## config.mk

```make
export PLATFORM = sky130hd
export DESIGN_NAME = seg_mux_driver
export DESIGN_NICKNAME = d
export VERILOG_FILES = /design/src/rtl/seg_pkg.sv /design/src/rtl/seg_decode.sv /design/src/rtl/seg_mux_driver.sv
export SDC_FILE = /design/constraint.sdc
export NUM_CORES = 1
export LEC_CHECK = 0
export CAP_MARGIN = 20
export CORE_MARGIN = 5
export CORE_UTILIZATION = 25
export CTS_CLUSTER_DIAMETER = 100
export DETAILED_ROUTE_END_ITERATION = 6
export SYNTH_ARGS = -nofsm -noshare
export SYNTH_HDL_FRONTEND = slang
export SYNTH_HIERARCHICAL = 1
export SYNTH_SLANG_ARGS = --single-unit
```

## constraint.sdc

```tcl
create_clock -name clk -period 2.1 [get_ports clk]
set_input_delay 0.42 -clock clk [delete_from_list [all_inputs] [get_ports clk]]
set_output_delay 0.42 -clock clk [all_outputs]
set_load 0.02 [all_outputs]
```

## src/rtl/seg_pkg.sv

```systemverilog
// rtl/seg_pkg.sv - segment word type and active-low glyph constants for seg_mux_driver
package seg_pkg;

    typedef logic [7:0] seg_t;

    // Active-low patterns, bit 7 (dp) shown as off; [6:0] = g..a
    localparam seg_t SEG_0     = 8'hC0;
    localparam seg_t SEG_1     = 8'hF9;
    localparam seg_t SEG_2     = 8'hA4;
    localparam seg_t SEG_3     = 8'hB0;
    localparam seg_t SEG_4     = 8'h99;
    localparam seg_t SEG_5     = 8'h92;
    localparam seg_t SEG_6     = 8'h82;
    localparam seg_t SEG_7     = 8'hF8;
    localparam seg_t SEG_8     = 8'h80;
    localparam seg_t SEG_9     = 8'h90;
    localparam seg_t SEG_A     = 8'h88;
    localparam seg_t SEG_B     = 8'h83;
    localparam seg_t SEG_C     = 8'hC6;
    localparam seg_t SEG_D     = 8'hA1;
    localparam seg_t SEG_E     = 8'h86;
    localparam seg_t SEG_F     = 8'h8E;
    localparam seg_t SEG_BLANK = 8'hFF;

endpackage

```

## src/rtl/seg_decode.sv

```systemverilog
// rtl/seg_decode.sv - nibble + dp to active-low segment word; SEG_HEX_EN enables A..F glyphs
module seg_decode
    import seg_pkg::*;
(
    input  logic [3:0] nibble,
    input  logic       dp,
    output seg_t       seg
);

    seg_t pat;

    // Glyph lookup; nibbles 10..15 stay blank unless hex glyphs are built in
    always_comb begin
        pat = SEG_BLANK;
        case (nibble)
            4'd0:    pat = SEG_0;
            4'd1:    pat = SEG_1;
            4'd2:    pat = SEG_2;
            4'd3:    pat = SEG_3;
            4'd4:    pat = SEG_4;
            4'd5:    pat = SEG_5;
            4'd6:    pat = SEG_6;
            4'd7:    pat = SEG_7;
            4'd8:    pat = SEG_8;
            4'd9:    pat = SEG_9;
`ifdef SEG_HEX_EN
            4'd10:   pat = SEG_A;
            4'd11:   pat = SEG_B;
            4'd12:   pat = SEG_C;
            4'd13:   pat = SEG_D;
            4'd14:   pat = SEG_E;
            4'd15:   pat = SEG_F;
`endif
            default: pat = SEG_BLANK;
        endcase
        seg = {~dp, pat[6:0]};
    end

endmodule

```

## src/rtl/seg_mux_driver.sv

```systemverilog
// rtl/seg_mux_driver.sv - multiplexed common-anode 7-seg driver with frame-boundary double buffering (SEG_HEX_EN)
module seg_mux_driver
    import seg_pkg::*;
#(
    parameter int NUM_DIGITS   = 4,
    parameter int REFRESH_DIV  = 100000,
    parameter int BLANK_CYCLES = 2
) (
    input  logic                    clk,
    input  logic                    rst_n,
    input  logic [4*NUM_DIGITS-1:0] digits,
    input  logic [NUM_DIGITS-1:0]   dp,
    input  logic [NUM_DIGITS-1:0]   digit_en,
    input  logic                    load,
    output logic [7:0]              seg,
    output logic [NUM_DIGITS-1:0]   an,
    output logic                    frame_done
);

    localparam int CNT_W = $clog2(REFRESH_DIV);
    localparam int IDX_W = (NUM_DIGITS > 1) ? $clog2(NUM_DIGITS) : 1;
    localparam logic [CNT_W-1:0] CNT_LAST  = CNT_W'(REFRESH_DIV - 1);
    localparam logic [CNT_W-1:0] CNT_BLANK = CNT_W'(BLANK_CYCLES);
    localparam logic [IDX_W-1:0] IDX_LAST  = IDX_W'(NUM_DIGITS - 1);

    logic [CNT_W-1:0]        cnt_q, cnt_d;
    logic [IDX_W-1:0]        idx_q, idx_d;
    logic [4*NUM_DIGITS-1:0] act_digits_q, act_digits_d;
    logic [NUM_DIGITS-1:0]   act_dp_q, act_dp_d;
    logic [4*NUM_DIGITS-1:0] pend_digits_q, pend_digits_d;
    logic [NUM_DIGITS-1:0]   pend_dp_q, pend_dp_d;
    logic                    pend_v_q, pend_v_d;
    seg_t                    seg_q, seg_d;
    logic [NUM_DIGITS-1:0]   an_q, an_d;
    logic                    frame_done_q, frame_done_d;

    logic term;
    logic wrap;
    seg_t dec_seg;

    seg_decode u_decode (
        .nibble (act_digits_q[{idx_q, 2'b00} +: 4]),
        .dp     (act_dp_q[idx_q]),
        .seg    (dec_seg)
    );

    // Scan position and the pending/active double buffer
    always_comb begin
        term          = (cnt_q == CNT_LAST);
        wrap          = term && (idx_q == IDX_LAST);
        cnt_d         = term ? '0 : cnt_q + 1'b1;
        idx_d         = idx_q;
        act_digits_d  = act_digits_q;
        act_dp_d      = act_dp_q;
        pend_digits_d = pend_digits_q;
        pend_dp_d     = pend_dp_q;
        pend_v_d      = pend_v_q;
        if (term) begin
            idx_d = (idx_q == IDX_LAST) ? '0 : idx_q + 1'b1;
        end
        if (wrap) begin
            // A load landing on the wrap itself beats anything already pending
            if (load) begin
                act_digits_d = digits;
                act_dp_d     = dp;
            end else if (pend_v_q) begin
                act_digits_d = pend_digits_q;
                act_dp_d     = pend_dp_q;
            end
            pend_v_d = 1'b0;
        end else if (load) begin
            pend_digits_d = digits;
            pend_dp_d     = dp;
            pend_v_d      = 1'b1;
        end
    end

    // Next output word: blank at slot start and for disabled digits
    always_comb begin
        an_d         = '1;
        seg_d        = SEG_BLANK;
        frame_done_d = wrap;
        if (cnt_q >= CNT_BLANK && digit_en[idx_q]) begin
            an_d[idx_q] = 1'b0;
            seg_d       = dec_seg;
        end
    end

    // State and registered outputs, asynchronously cleared
    always_ff @(posedge clk or negedge rst_n) begin
        if (!rst_n) begin
            cnt_q         <= '0;
            idx_q         <= '0;
            act_digits_q  <= '0;
            act_dp_q      <= '0;
            pend_digits_q <= '0;
            pend_dp_q     <= '0;
            pend_v_q      <= 1'b0;
            seg_q         <= SEG_BLANK;
            an_q          <= '1;
            frame_done_q  <= 1'b0;
        end else begin
            cnt_q         <= cnt_d;
            idx_q         <= idx_d;
            act_digits_q  <= act_digits_d;
            act_dp_q      <= act_dp_d;
            pend_digits_q <= pend_digits_d;
            pend_dp_q     <= pend_dp_d;
            pend_v_q      <= pend_v_d;
            seg_q         <= seg_d;
            an_q          <= an_d;
            frame_done_q  <= frame_done_d;
        end
    end

    assign seg        = seg_q;
    assign an         = an_q;
    assign frame_done = frame_done_q;

endmodule

```

# Word level (Yosys, flattened, before mapping)
# Memories as Yosys holds them, arrays and structs flattened.
# Cells that the tools add are included.
[totals] ff_bits=73 mem_bits_ro=112 out_inout_bits=13 elab_cells=45 memories=1
[memory_table] memory="(no name shown)" depth=16 word_bits=7 rd=1 rd_clocked_by_memory_dff=0 wr=0 line="seg_decode.sv:15" source="case (nibble)"
[classes] add_sub_neg=2 n_lt_le_gt_ge=3 n_eq_ne=2 shifts=1 mux=16 bitwise=3 n_reduce_logical=7
[ops] cell="$mux W16" count=2
[ops] cell="$add A17 B1 Y17 const B" count=1
[ops] cell="$eq A17 B17 Y1 const B" count=1
[ops] cell="$ge A17 B2 Y1 const B" count=1
[ops] cell="$mux W17" count=1
[ops] cell="$shiftx A16 B5 Y4" count=1
[ops] cell="$mux W4" count=3
[ops] cell="$mux W8" count=1
[ops] cell="$mux W1" count=5
[ops] cell="$bmux W1 S2" count=2
[ops] cell="$not A4 Y4" count=1
[ops] cell="$reduce_and A2 Y1" count=2
[ops] cell="$reduce_bool A2 Y1" count=2
[ops] cell="$logic_and A1 B1 Y1" count=3
[ops] cell="$lt A2 B3 Y1 const B" count=1
[ops] cell="$add A2 B1 Y2 const B" count=1
[ops] cell="$demux W1 S2" count=1
[ops] cell="$eq A2 B2 Y1 const B" count=1
[ops] cell="$ge A2 B1 Y1 const B" count=1
[ops] cell="$mux W2" count=1
[ops] cell="$not A1 Y1" count=2

# Depth between registers and ports, before layout
# Gate-level depths: netlist (run 1).
[depth] depth_word=6 mapped_depth=8

# Cells and area by module
# Netlist (run 1), hierarchy kept.
[by_module_without_submodules] module="seg_mux_driver" n_inst=1 cells_each=290 area_each_um2=3420.8 seq_area_each_um2=1841.8
[by_module_without_submodules] module="seg_decode" n_inst=1 cells_each=34 area_each_um2=214.0 seq_area_each_um2=0.0

# Worst setup path after synthesis (run 1)
# OpenSTA, ideal clock, no wires.
[synth_timing] kind="register to register" from="register cnt_q[12]" to="register pend_digits_q[0]" arrival_ns=1.853 required_time_ns=1.972 setup_slack_ns=0.119 path_stages_with_launch=6 path_buffers=1 cell_sequence="dfrtp_1 > or4_4 > nor4_4 > a21boi_1 > buf_2 > mux2_1"
[synth_via] elab_chain_len=4
[synth_lines] element="from (decl)" line="seg_mux_driver.sv:26" source="logic [CNT_W-1:0] cnt_q, cnt_d;"
[synth_lines] element="from (signal assigned)" line="seg_mux_driver.sv:103" source="cnt_q <= cnt_d;"
[synth_lines] element="$eq A17 B17 Y1" line="seg_mux_driver.sv:49" source="term = (cnt_q == CNT_LAST);"
[synth_lines] element="$logic_and A1 B1 Y1" line="seg_mux_driver.sv:50" source="wrap = term && (idx_q == IDX_LAST);"
[synth_lines] element="$not A1 Y1 (no line)"
[synth_lines] element="$reduce_and A2 Y1 (no line)"
[synth_lines] element="to (signal assigned)" line="seg_mux_driver.sv:107" source="pend_digits_q <= pend_digits_d;"
[synth_lines] element="to (decl)" line="seg_mux_driver.sv:30" source="logic [4*NUM_DIGITS-1:0] pend_digits_q, pend_digits_d;"
# Every way passes these cells.
# A chain may end at the register's enable or synchronous reset.

# Worst setup path after layout (run 1)
[layout_timing] from="register cnt_q[12]" to="register pend_digits_q[1]"
# Same word-level chain as after synthesis.

==> results.yml, run 1 <==
status:
  outcome: "complete, no violations"
synthesis:
  synthArstFlopShare: 1.00
  synth_top_flop_cell: "dfrtp_1"
  synth_top_area_frac: 0.420
  synth_edf_count: 0
  synth_largest_area_cell: "dfrtp_1"
  syn_area_per_cell_um2: 11.2
  syn_inst: 324
  synth_area_um2: 3630
  syn_nets: 362
  ys_top_cells_by_count: "61 x dfrtp_1, 33 x nor2_1, 20 x mux2_1"
  synth.most_common_cell: "dfrtp_1"
  ys_ff_latch: 73
  ys_warn_count: 6
  ys_types: 48
  ys_seq_area_frac: 0.507
  yosys-top-cells-area: "dfrtp_1 42%, dfstp_2 8.7%, mux2_1 6.2%, ha_1 3.8%, mux4_2 3.7%"
clock_network:
  clock_latency_ns: 0.34
  cts-buffers-inserted: 9
  clk_transition_reported_paths_ns: 0.05
  clock_sinks: 73
  ctsHoldBuffers: 0
  htree_levels: 3
  cts_tree: "built"
  cts_buffer_depth: 2
  ctsRootBufferMaster: "clkbuf_16"
global_route:
  grt_max_degree: 74
  antenna_found_initial: 0
  grt_usage: 0.103
  grt-ovfl-total: 0
  grt_pass1_vias: 2741
  grt_pass1_wl_um: 13700
sta:
  relSlewSlack: 0.649
  tns_ns: 0
  holdWs_ns: 0.113
  fin_skew_ns: 0.00514
  final_hold_viol_count: 0
  tightest_slew_ns: 0.527
  setup_viol: 0
  slew_violations: 0
  fin_crit_ns: 1.98
  fin_crit_sh: 0.942
  rsz0062_at_grt: "false"
  fin_ws_ns: 0.122
  timing.fmax_ghz: 0.506
setup_path:
  critPathLaunch: "cnt_q[12]$_DFF_PN0_"
  crit_type: "reg2reg"
  r2r-end: "pend_digits_q[1]$_DFFE_PN0P_"
  regToRegSetupSlack_ns: 0.12
  required_ns: 2.31
  r2r_cells: 6
  worst_setup_path_start_kind: "register"
  crit_path_end_kind: "register"
  cp.arrival_ns: 2.19
  r2r_start: "cnt_q[12]$_DFF_PN0_"
  cp_max_fo: 8
power_and_ir_drop:
  ir_worst_vdd_v: 0.000436
  leakage_nw: 1.99
  p_per_area_nw_per_um2: 707
cells_and_area:
  fillCellCount: 1440
  finalNetCount: 419
  drive_above_1_share: 0.215
  diodes: 0
  area_delta_synth_final_pct: 29.3
floorplan:
  die_y_um: 131
  fp.dieW_um: 131
  core_um2: 14400
  rows: 44
  io_pins: 40
  fp.dieArea_um2: 17000
  start_util: 0.253
drt:
  viasPerCell: 4.61
  firstDrtPassIters: 4
  wl_per_cell_um: 14.3
  vias: 2629
  ant_nets: 0
  drc: 0
  drt_wl_total_um: 8170
  drt-initial-drc-count: 157
placement:
  dp_slack_ns: 0.0138
  gp_congestion: 0.797
  hpwl_um: 5840
  io_buffers: 39
flow_run:
  cap_violations: 0
min_path:
  hp-class: "in2async"
-- power by group --
part	total (mW)	internal, mW	switching [mW]
clock	1.58	1.02	0.562
sequential	1.49	1.47	0.0242
combinational	0.251	0.131	0.120
-- logic make-up (layout without fill, tap and decap cells) --
kind of cell / after synthesis / after routing / synth area share
simple gates: 109 / 109 / 0.162
mux: 27 / 27 / 0.102
buf+inv: 34 / 96 / 0.0416
flops: 73 / 73 / 0.507
fa+ha+maj: 11 / 11 / 0.0379
xor+xnor: 13 / 13 / 0.0313
compound gates: 57 / 57 / 0.118
-- critical path, cell delays in order (launching register included) --
cell	delay, ns
dfrtp_1	0.38
or4_4	0.56
nor4_4	0.15
buf_4	0.18
a21boi_2	0.11
buf_6	0.17
mux2_1	0.31
-- repair_timing --
item	4_1_cts	5_1_grt
endpoints found under the setup margin	8	44
buffers inserted	1	0
pin swaps	0	1
gates resized for setup	0	8
cloned	0	1
-- area by class of cell --
type                            instances  area [um^2]  share of cell area
Sequential cell                        73         1840               0.392
Clock inverter                          2         35.0             0.00746
Tap cell                              184          230              0.0490
Inverter                               14         53.8              0.0115
Clock buffer                           14          274              0.0583
Timing Repair Buffer                   66          612               0.130
Multi-Input combinational cell        217         1650               0.351
-- cell usage in the layout (no fill, tap or decap), types with 3 or more instances in the layout --
master / synthesis / layout
o21ai_0: 8 / 8
nor4_1: 3 / 3
mux4_2: 6 / 6
clkbuf_16: 0 / 9
clkbuf_8: 0 / 3
nand4_1: 7 / 7
a21oi_1: 9 / 9
o221a_2: 11 / 11
buf_6: 1 / 3
xor2_1: 7 / 7
o2bb2ai_1: 6 / 6
a31oi_1: 14 / 14
buf_4: 2 / 23
dfrtp_1: 61 / 60
nor3_1: 12 / 11
mux2_1: 20 / 20
inv_1: 13 / 13
xnor2_1: 6 / 6
nand2_1: 13 / 13
nand3_1: 7 / 7
ha_1: 11 / 11
dfstp_2: 12 / 12
nor2_1: 33 / 33
clkdlybuf4s50_1: 0 / 38
nand2b_1: 12 / 12
and3b_1: 5 / 5
-- how the worst max path moves through the flow --
stage / end / slack (ns)
2_1_floorplan: pend_digits_q[0]$_DFFE_PN0P_ / 0.12
3_3_place_gp: pend_digits_q[6]$_DFFE_PN0P_ / 0.04
3_5_place_dp: pend_dp_q[0]$_DFFE_PN0P_ / 0.01
4_1_cts: pend_digits_q[8]$_DFFE_PN0P_ / 0.005
5_1_grt: pend_digits_q[1]$_DFFE_PN0P_ / 0.03
6_report: pend_digits_q[1]$_DFFE_PN0P_ / 0.12
-- flip-flops by register name (all words and copies together), names as in the netlist --
register	cells
cnt_q	17
act_digits_q	16
pend_digits_q	16
seg	8
act_dp_q	4
an	4
pend_dp_q	4
idx_q	2
frame_done	1
pend_v_q	1
-- layer usage --
layer	up-vias	part of all wire	track usage
met5	-	0	0
met4	0	0.012	0.0272
met3	9	0.058	0.0419
met2	48	0.44	0.154
met1	1284	0.49	0.140
li1	1288	-	-
-- per-stage QoR --
| step | power, mW | area [um^2] | std cells | utilization |
|---|---|---|---|---|
| 6_report | 3.32 | 4700 | 570 | 0.327 |
| 5_1_grt | 3.47 | 4700 | 570 | 0.327 |
| 4_1_cts | 3.37 | 4670 | 569 | 0.325 |
| 3_5_place_dp | 1.77 | 4360 | 552 | 0.303 |
| 3_3_place_gp | 1.76 | 4360 | 552 | 0.303 |
| 2_1_floorplan | 1.63 | 3630 | 324 | - |
No activity file was read; power rests on OpenSTA's default activity.
==> run 2: changes to the inputs <==
--- a/config.mk
+++ b/config.mk
@@ -7,9 +7,10 @@
 export LEC_CHECK = 0
 export CAP_MARGIN = 20
 export CORE_MARGIN = 5
-export CORE_UTILIZATION = 25
+export CORE_UTILIZATION = 40
 export CTS_CLUSTER_DIAMETER = 100
 export DETAILED_ROUTE_END_ITERATION = 6
+export MAX_ROUTING_LAYER = met4
 export SYNTH_ARGS = -nofsm -noshare
 export SYNTH_HDL_FRONTEND = slang
 export SYNTH_HIERARCHICAL = 1
==> run 2 against run 1 <==
Cell count decreased by 13%. Highest routed layer unchanged. Sequential power about the same. Non-clock buffer count unchanged. Clock power decreased by 5%. Largest cell class unchanged. Critical endpoint is now pend_dp_q[2]$_DFFE_PN0P_. Critical path depth unchanged.
==> results.yml, run 2 (same netlist as run 1, synthesis figures left out) <==
sta:
  fin_skew_ns: 0.0154
  rsz0062_at_grt: "false"
  final_hold_viol_count: 0
  tns_ns: 0
  timing.fmax_ghz: 0.508
  setup_viol: 0
  slew_violations: 0
  relSlewSlack: 0.619
  fin_ws_ns: 0.132
  fin_crit_sh: 0.937
  holdWs_ns: 0.0180
  tightest_slew_ns: 0.571
  fin_crit_ns: 1.97
clock_network:
  htree_levels: 3
  cts-buffers-inserted: 9
  ctsHoldBuffers: 0
  cts_tree: "built"
  clk_transition_reported_paths_ns: 0.08
  ctsRootBufferMaster: "clkbuf_8"
  cts_buffer_depth: 2
  clock_latency_ns: 0.34
  clock_sinks: 73
setup_path:
  cp.arrival_ns: 2.18
  regToRegSetupSlack_ns: 0.13
  required_ns: 2.31
  crit_path_end_kind: "register"
  cp_max_fo: 13
  crit_type: "reg2reg"
  worst_setup_path_start_kind: "register"
  r2r_cells: 6
global_route:
  grt_max_degree: 57
  grt_pass1_wl_um: 13500
  grt_pass1_vias: 2660
  antenna_found_initial: 0
  grt_usage: 0.154
  grt-ovfl-total: 0
floorplan:
  fp.dieW_um: 105
  core_um2: 8810
  start_util: 0.413
  rows: 34
  die_y_um: 105
  fp.dieArea_um2: 11100
  io_pins: 40
cells_and_area:
  regMostFlops: "cnt_q"
  multiInputGateArea_um2: 1660
  fillCellCount: 819
  drive_above_1_share: 0.225
  design_area_um2: 4600
  largestRegisters: "cnt_q (17), act_digits_q (16), pend_digits_q (16)"
  area_delta_synth_final_pct: 26.6
  final-seq-area_um2: 1840
  fin_util: 0.523
  largest_reg_flops: 17
  final_common_cell: "dfrtp_1"
  layout_common_cells: "60 x dfrtp_1, 38 x clkdlybuf4s50_1, 33 x nor2_1"
  finalNetCount: 419
  diodes: 0
min_path:
  hp-class: "in2async"
placement:
  io_buffers: 39
  dp_slack_ns: -0.0146
  gp_congestion: 0.781
  hpwl_um: 5530
  dpl_cell_area_um2: 4290
power_and_ir_drop:
  ir_worst_vdd_v: 0.000376
  leakage_nw: 1.99
  p_per_area_nw_per_um2: 704
drt:
  viasPerCell: 5.36
  ant_nets: 0
  wl_per_cell_um: 15.9
  drc: 0
  drt_wl_total_um: 7880
  vias: 2646
  drt-initial-drc-count: 113
  firstDrtPassIters: 4
status:
  outcome: "complete, no violations"
flow_run:
  cap_violations: 0
==> run 2: changes by cell type in the layout (fill, tap and decap cells not counted), moves of 2 or more <==
cell,change
buf_12,+2
clkbuf_1,-2
clkbuf_8,+8
clkbuf_16,-9
bufinv_16,+3
==> run 2: metal layers <==
metal / share of wire / GRT usage / vias to the layer above
met5: 0 / - / -
met4: 0.015 / 0.0534 / 0
met3: 0.038 / 0.0281 / 12
met2: 0.45 / 0.227 / 67
met1: 0.50 / 0.215 / 1282
li1: - / - / 1285
==> run 2: critical path, cell delays in order (launching register included) <==
cell      delay [ns]
dfrtp_1         0.59
ha_1            0.24
inv_1           0.06
nor3_1          0.33
a21boi_2        0.13
buf_6           0.17
mux2_1          0.31
==> run 2: final cells by class <==
class,instances,area share
flip-flops and latches,73,0.400
multi-input cells,217,0.360
repair buffers,66,0.138
clock buffers,11,0.0329
well taps,108,0.0294
clock inverters,5,0.0272
inverters,14,0.0125
==> run 2: final timing paths <==
path                                         startpoint                             to
hold / removal                                    rst_n  pend_digits_q[14]$_DFFE_PN0P_
setup / recovery                   idx_q[1]$_DFFE_PN0N_       pend_dp_q[2]$_DFFE_PN0P_
min in group clk           pend_digits_q[1]$_DFFE_PN0P_   pend_digits_q[1]$_DFFE_PN0P_
max in group asynchronous                         rst_n               seg[1]$_DFF_PN1_
hold reg to reg            pend_digits_q[1]$_DFFE_PN0P_   pend_digits_q[1]$_DFFE_PN0P_
setup reg to reg                   idx_q[1]$_DFFE_PN0N_       pend_dp_q[2]$_DFFE_PN0P_
==> run 2: power breakdown <==
part           internal (mW)  total, mW  switching, mW
clock network          0.973       1.50          0.526
registers               1.47       1.49         0.0230
logic                  0.133      0.251          0.119
==> run 2: metrics by stage <==
step	cells	power (mW)
finish	494	3.24
global route	494	3.37
CTS	493	3.27
detailed placement	476	1.77
global placement	476	1.76
floorplan	324	1.63
==> run 2: timing repair <==
action / in CTS / in global routing
endpoints found under the setup margin: 28 / 40
endpoints found under the hold margin: 0 / 0
pin swaps: 1 / 1
resized for setup: 3 / 5
buffers inserted: 1 / 1
==> run 3: changes to the inputs <==
--- a/config.mk
+++ b/config.mk
@@ -7,7 +7,7 @@
 export LEC_CHECK = 0
 export CAP_MARGIN = 20
 export CORE_MARGIN = 5
-export CORE_UTILIZATION = 40
+export CORE_UTILIZATION = 30
 export CTS_CLUSTER_DIAMETER = 100
 export DETAILED_ROUTE_END_ITERATION = 6
 export MAX_ROUTING_LAYER = met4
==> constraint.sdc (replaced) <==
create_clock -name clk -period 2.1 [get_ports clk]
set_input_delay 0.525 -clock clk [delete_from_list [all_inputs] [get_ports clk]]
set_output_delay 0.525 -clock clk [all_outputs]
set_load 0.02 [all_outputs]
==> run 3 against run 2 <==
Sequential share of layout area is 1.5 points lower. Clock skew shrank 0.0086 ns. Fmax down 1.3%. Worst setup slack got worse by 0.027 ns. Sequential cell count is the same. Clock power increased by 25%. Power grew 12%. Register-to-register slack worse by 0.03 ns. Die area grew 30%. Combinational power is 4% higher. Design area grew 4.0%.
==> results.yml, run 3 (same netlist as run 1, synthesis figures left out) <==
sta:
  fin_crit_ns: 1.99
  setup_viol: 0
  fin_crit_sh: 0.950
  tightest_slew_ns: 0.559
  fin_skew_ns: 0.00680
  timing.fmax_ghz: 0.501
  final_hold_viol_count: 0
  fin_ws_ns: 0.106
  slew_violations: 0
  relSlewSlack: 0.628
  tns_ns: 0
  rsz0062_at_grt: "false"
clock_network:
  cts-buffers-inserted: 9
  clk_transition_reported_paths_ns: 0.06
  ctsHoldBuffers: 0
  cts_buffer_depth: 2
  cts_tree: "built"
  htree_levels: 3
  ctsRootBufferMaster: "clkbuf_16"
  clock_latency_ns: 0.33
  clock_sinks: 73
setup_path:
  cp_top_family: "simple AND/OR/NAND/NOR gates"
  worst_setup_path_start_kind: "register"
  path_buf_inv: 2
  cp.arrival_ns: 2.20
  critPathLaunch: "cnt_q[8]$_DFF_PN0_"
  required_ns: 2.31
  cp_max_fo: 10
  crit_path_end_kind: "register"
  worst_path_max_delay_cell: "or4_4"
  path_cells: "or4_4 -> nor4_4 -> buf_4 -> a21boi_4 -> clkbuf_16 -> mux2_1"
  critPathMaxStageDelay_ns: 0.56
  crit_type: "reg2reg"
  r2r_start: "cnt_q[8]$_DFF_PN0_"
drt:
  drt_wl_total_um: 8150
  drt-initial-drc-count: 129
  vias: 2651
  firstDrtPassIters: 4
  drc: 0
  wl_per_cell_um: 15.3
  viasPerCell: 4.96
  ant_nets: 0
power_and_ir_drop:
  leakage_nw: 2.05
  p_sw_uw: 715
  power.internal_mw: 2.91
  p_sw_frac: 0.197
  p_per_area_nw_per_um2: 758
  combPwrFrac: 0.072
  ir_worst_vdd_v: 0.000399
  seqPwrFrac: 0.411
  clkPwrFrac: 0.517
min_path:
  hp-class: "in2async"
placement:
  gp_congestion: 0.843
  io_buffers: 39
  dp_slack_ns: -0.000494
  hpwl_um: 5640
global_route:
  grt_pass1_wl_um: 13800
  grt_usage: 0.121
  grt_pass1_vias: 2811
  grt-ovfl-total: 0
  antenna_found_initial: 0
  grt_max_degree: 74
floorplan:
  io_pins: 40
  fp.dieArea_um2: 14400
  start_util: 0.304
  die_y_um: 120
  rows: 40
  core_um2: 12000
  fp.dieW_um: 120
cells_and_area:
  area_delta_synth_final_pct: 31.7
  diodes: 0
  largest_reg_flops: 17
  finalNetCount: 420
  drive_above_1_share: 0.222
  layout_common_cells: "60 x dfrtp_1, 38 x clkdlybuf4s50_1, 33 x nor2_1"
  final_common_cell: "dfrtp_1"
  regMostFlops: "cnt_q"
  largestRegisters: "cnt_q (17), act_digits_q (16), pend_digits_q (16)"
  fillCellCount: 1166
flow_run:
  cap_violations: 0
status:
  outcome: "complete, no violations"
run 3: cell types whose count changed in the layout (fill, tap and decap cells not counted):
cell	delta
clkbuf_8	-10
mux2_1	+1
clkinv_1	+1
and2_4	-1
nor3_1	-1
nor3_2	+1
a21boi_2	-1
and2_1	+1
mux2_4	-1
clkbuf_16	+11
a21boi_4	+1
buf_6	-1
run 3: worst paths after layout:
check	slack, ns	to	cells past startpoint
setup reg to reg	0.11	pend_digits_q[6]$_DFFE_PN0P_	6
hold reg to reg	0.48	pend_digits_q[11]$_DFFE_PN0P_	1
min in group clk	0.48	pend_digits_q[11]$_DFFE_PN0P_	1
setup / recovery	0.11	pend_digits_q[6]$_DFFE_PN0P_	6
hold / removal	0.20	cnt_q[10]$_DFF_PN0_	2
max in group asynchronous	1.53	an[1]$_DFF_PN1_	2
run 3: per-layer routing:
metal | part of all wire | wire, um | track usage | vias up
li1 | - | - | - | 1284
met1 | 0.48 | 3910 | 0.157 | 1311
met4 | 0.012 | 95 | 0.0358 | 0
met3 | 0.040 | 325 | 0.0320 | 11
met2 | 0.47 | 3820 | 0.188 | 45
met5 | 0 | 0 | - | -
run 3: power groups by stage:
| stage | combinational, mW | clock [mW] | sequential [mW] |
|---|---|---|---|
| floorplan | 0.104 | 0 | 1.52 |
| global placement | 0.246 | 0 | 1.51 |
| detailed placement | 0.254 | 0 | 1.52 |
| CTS | 0.254 | 1.91 | 1.49 |
| global route | 0.288 | 1.98 | 1.50 |
| finish | 0.260 | 1.88 | 1.49 |
run 3: cell type report:
class / count / area [um^2] / share of cell area
Sequential cell: 73 / 1840 / 0.385
Multi-Input combinational cell: 217 / 1660 / 0.347
Timing Repair Buffer: 67 / 672 / 0.140
Clock buffer: 10 / 239 / 0.0499
Tap cell: 147 / 184 / 0.0384
Clock inverter: 6 / 129 / 0.0269
Inverter: 14 / 57.6 / 0.0120
run 3: worst reg2reg max path, stage by stage, from the launching register on:
cell,delay [ns]
dfrtp_1,0.38
or4_4,0.56
nor4_4,0.14
buf_4,0.19
a21boi_4,0.10
clkbuf_16,0.20
mux2_1,0.31
run 3: stage by stage:
step / util / instance area (um^2) / hold slack [ns] / std cells / total power, mW
after floorplan: - / 3630 / 0.229 / 324 / 1.63
after global placement: 0.362 / 4330 / 0.460 / 514 / 1.76
after detailed placement: 0.362 / 4330 / 0.470 / 514 / 1.77
after CTS: 0.393 / 4700 / 0.234 / 531 / 3.65
after global routing: 0.400 / 4790 / 0.244 / 534 / 3.76
final: 0.400 / 4790 / 0.198 / 534 / 3.63
run 3: repair_timing:
item,in CTS,in global routing
setup buffers,1,1
pin swaps,1,3
cloned,0,2
resized for setup,0,8
setup endpoints to repair,14,47
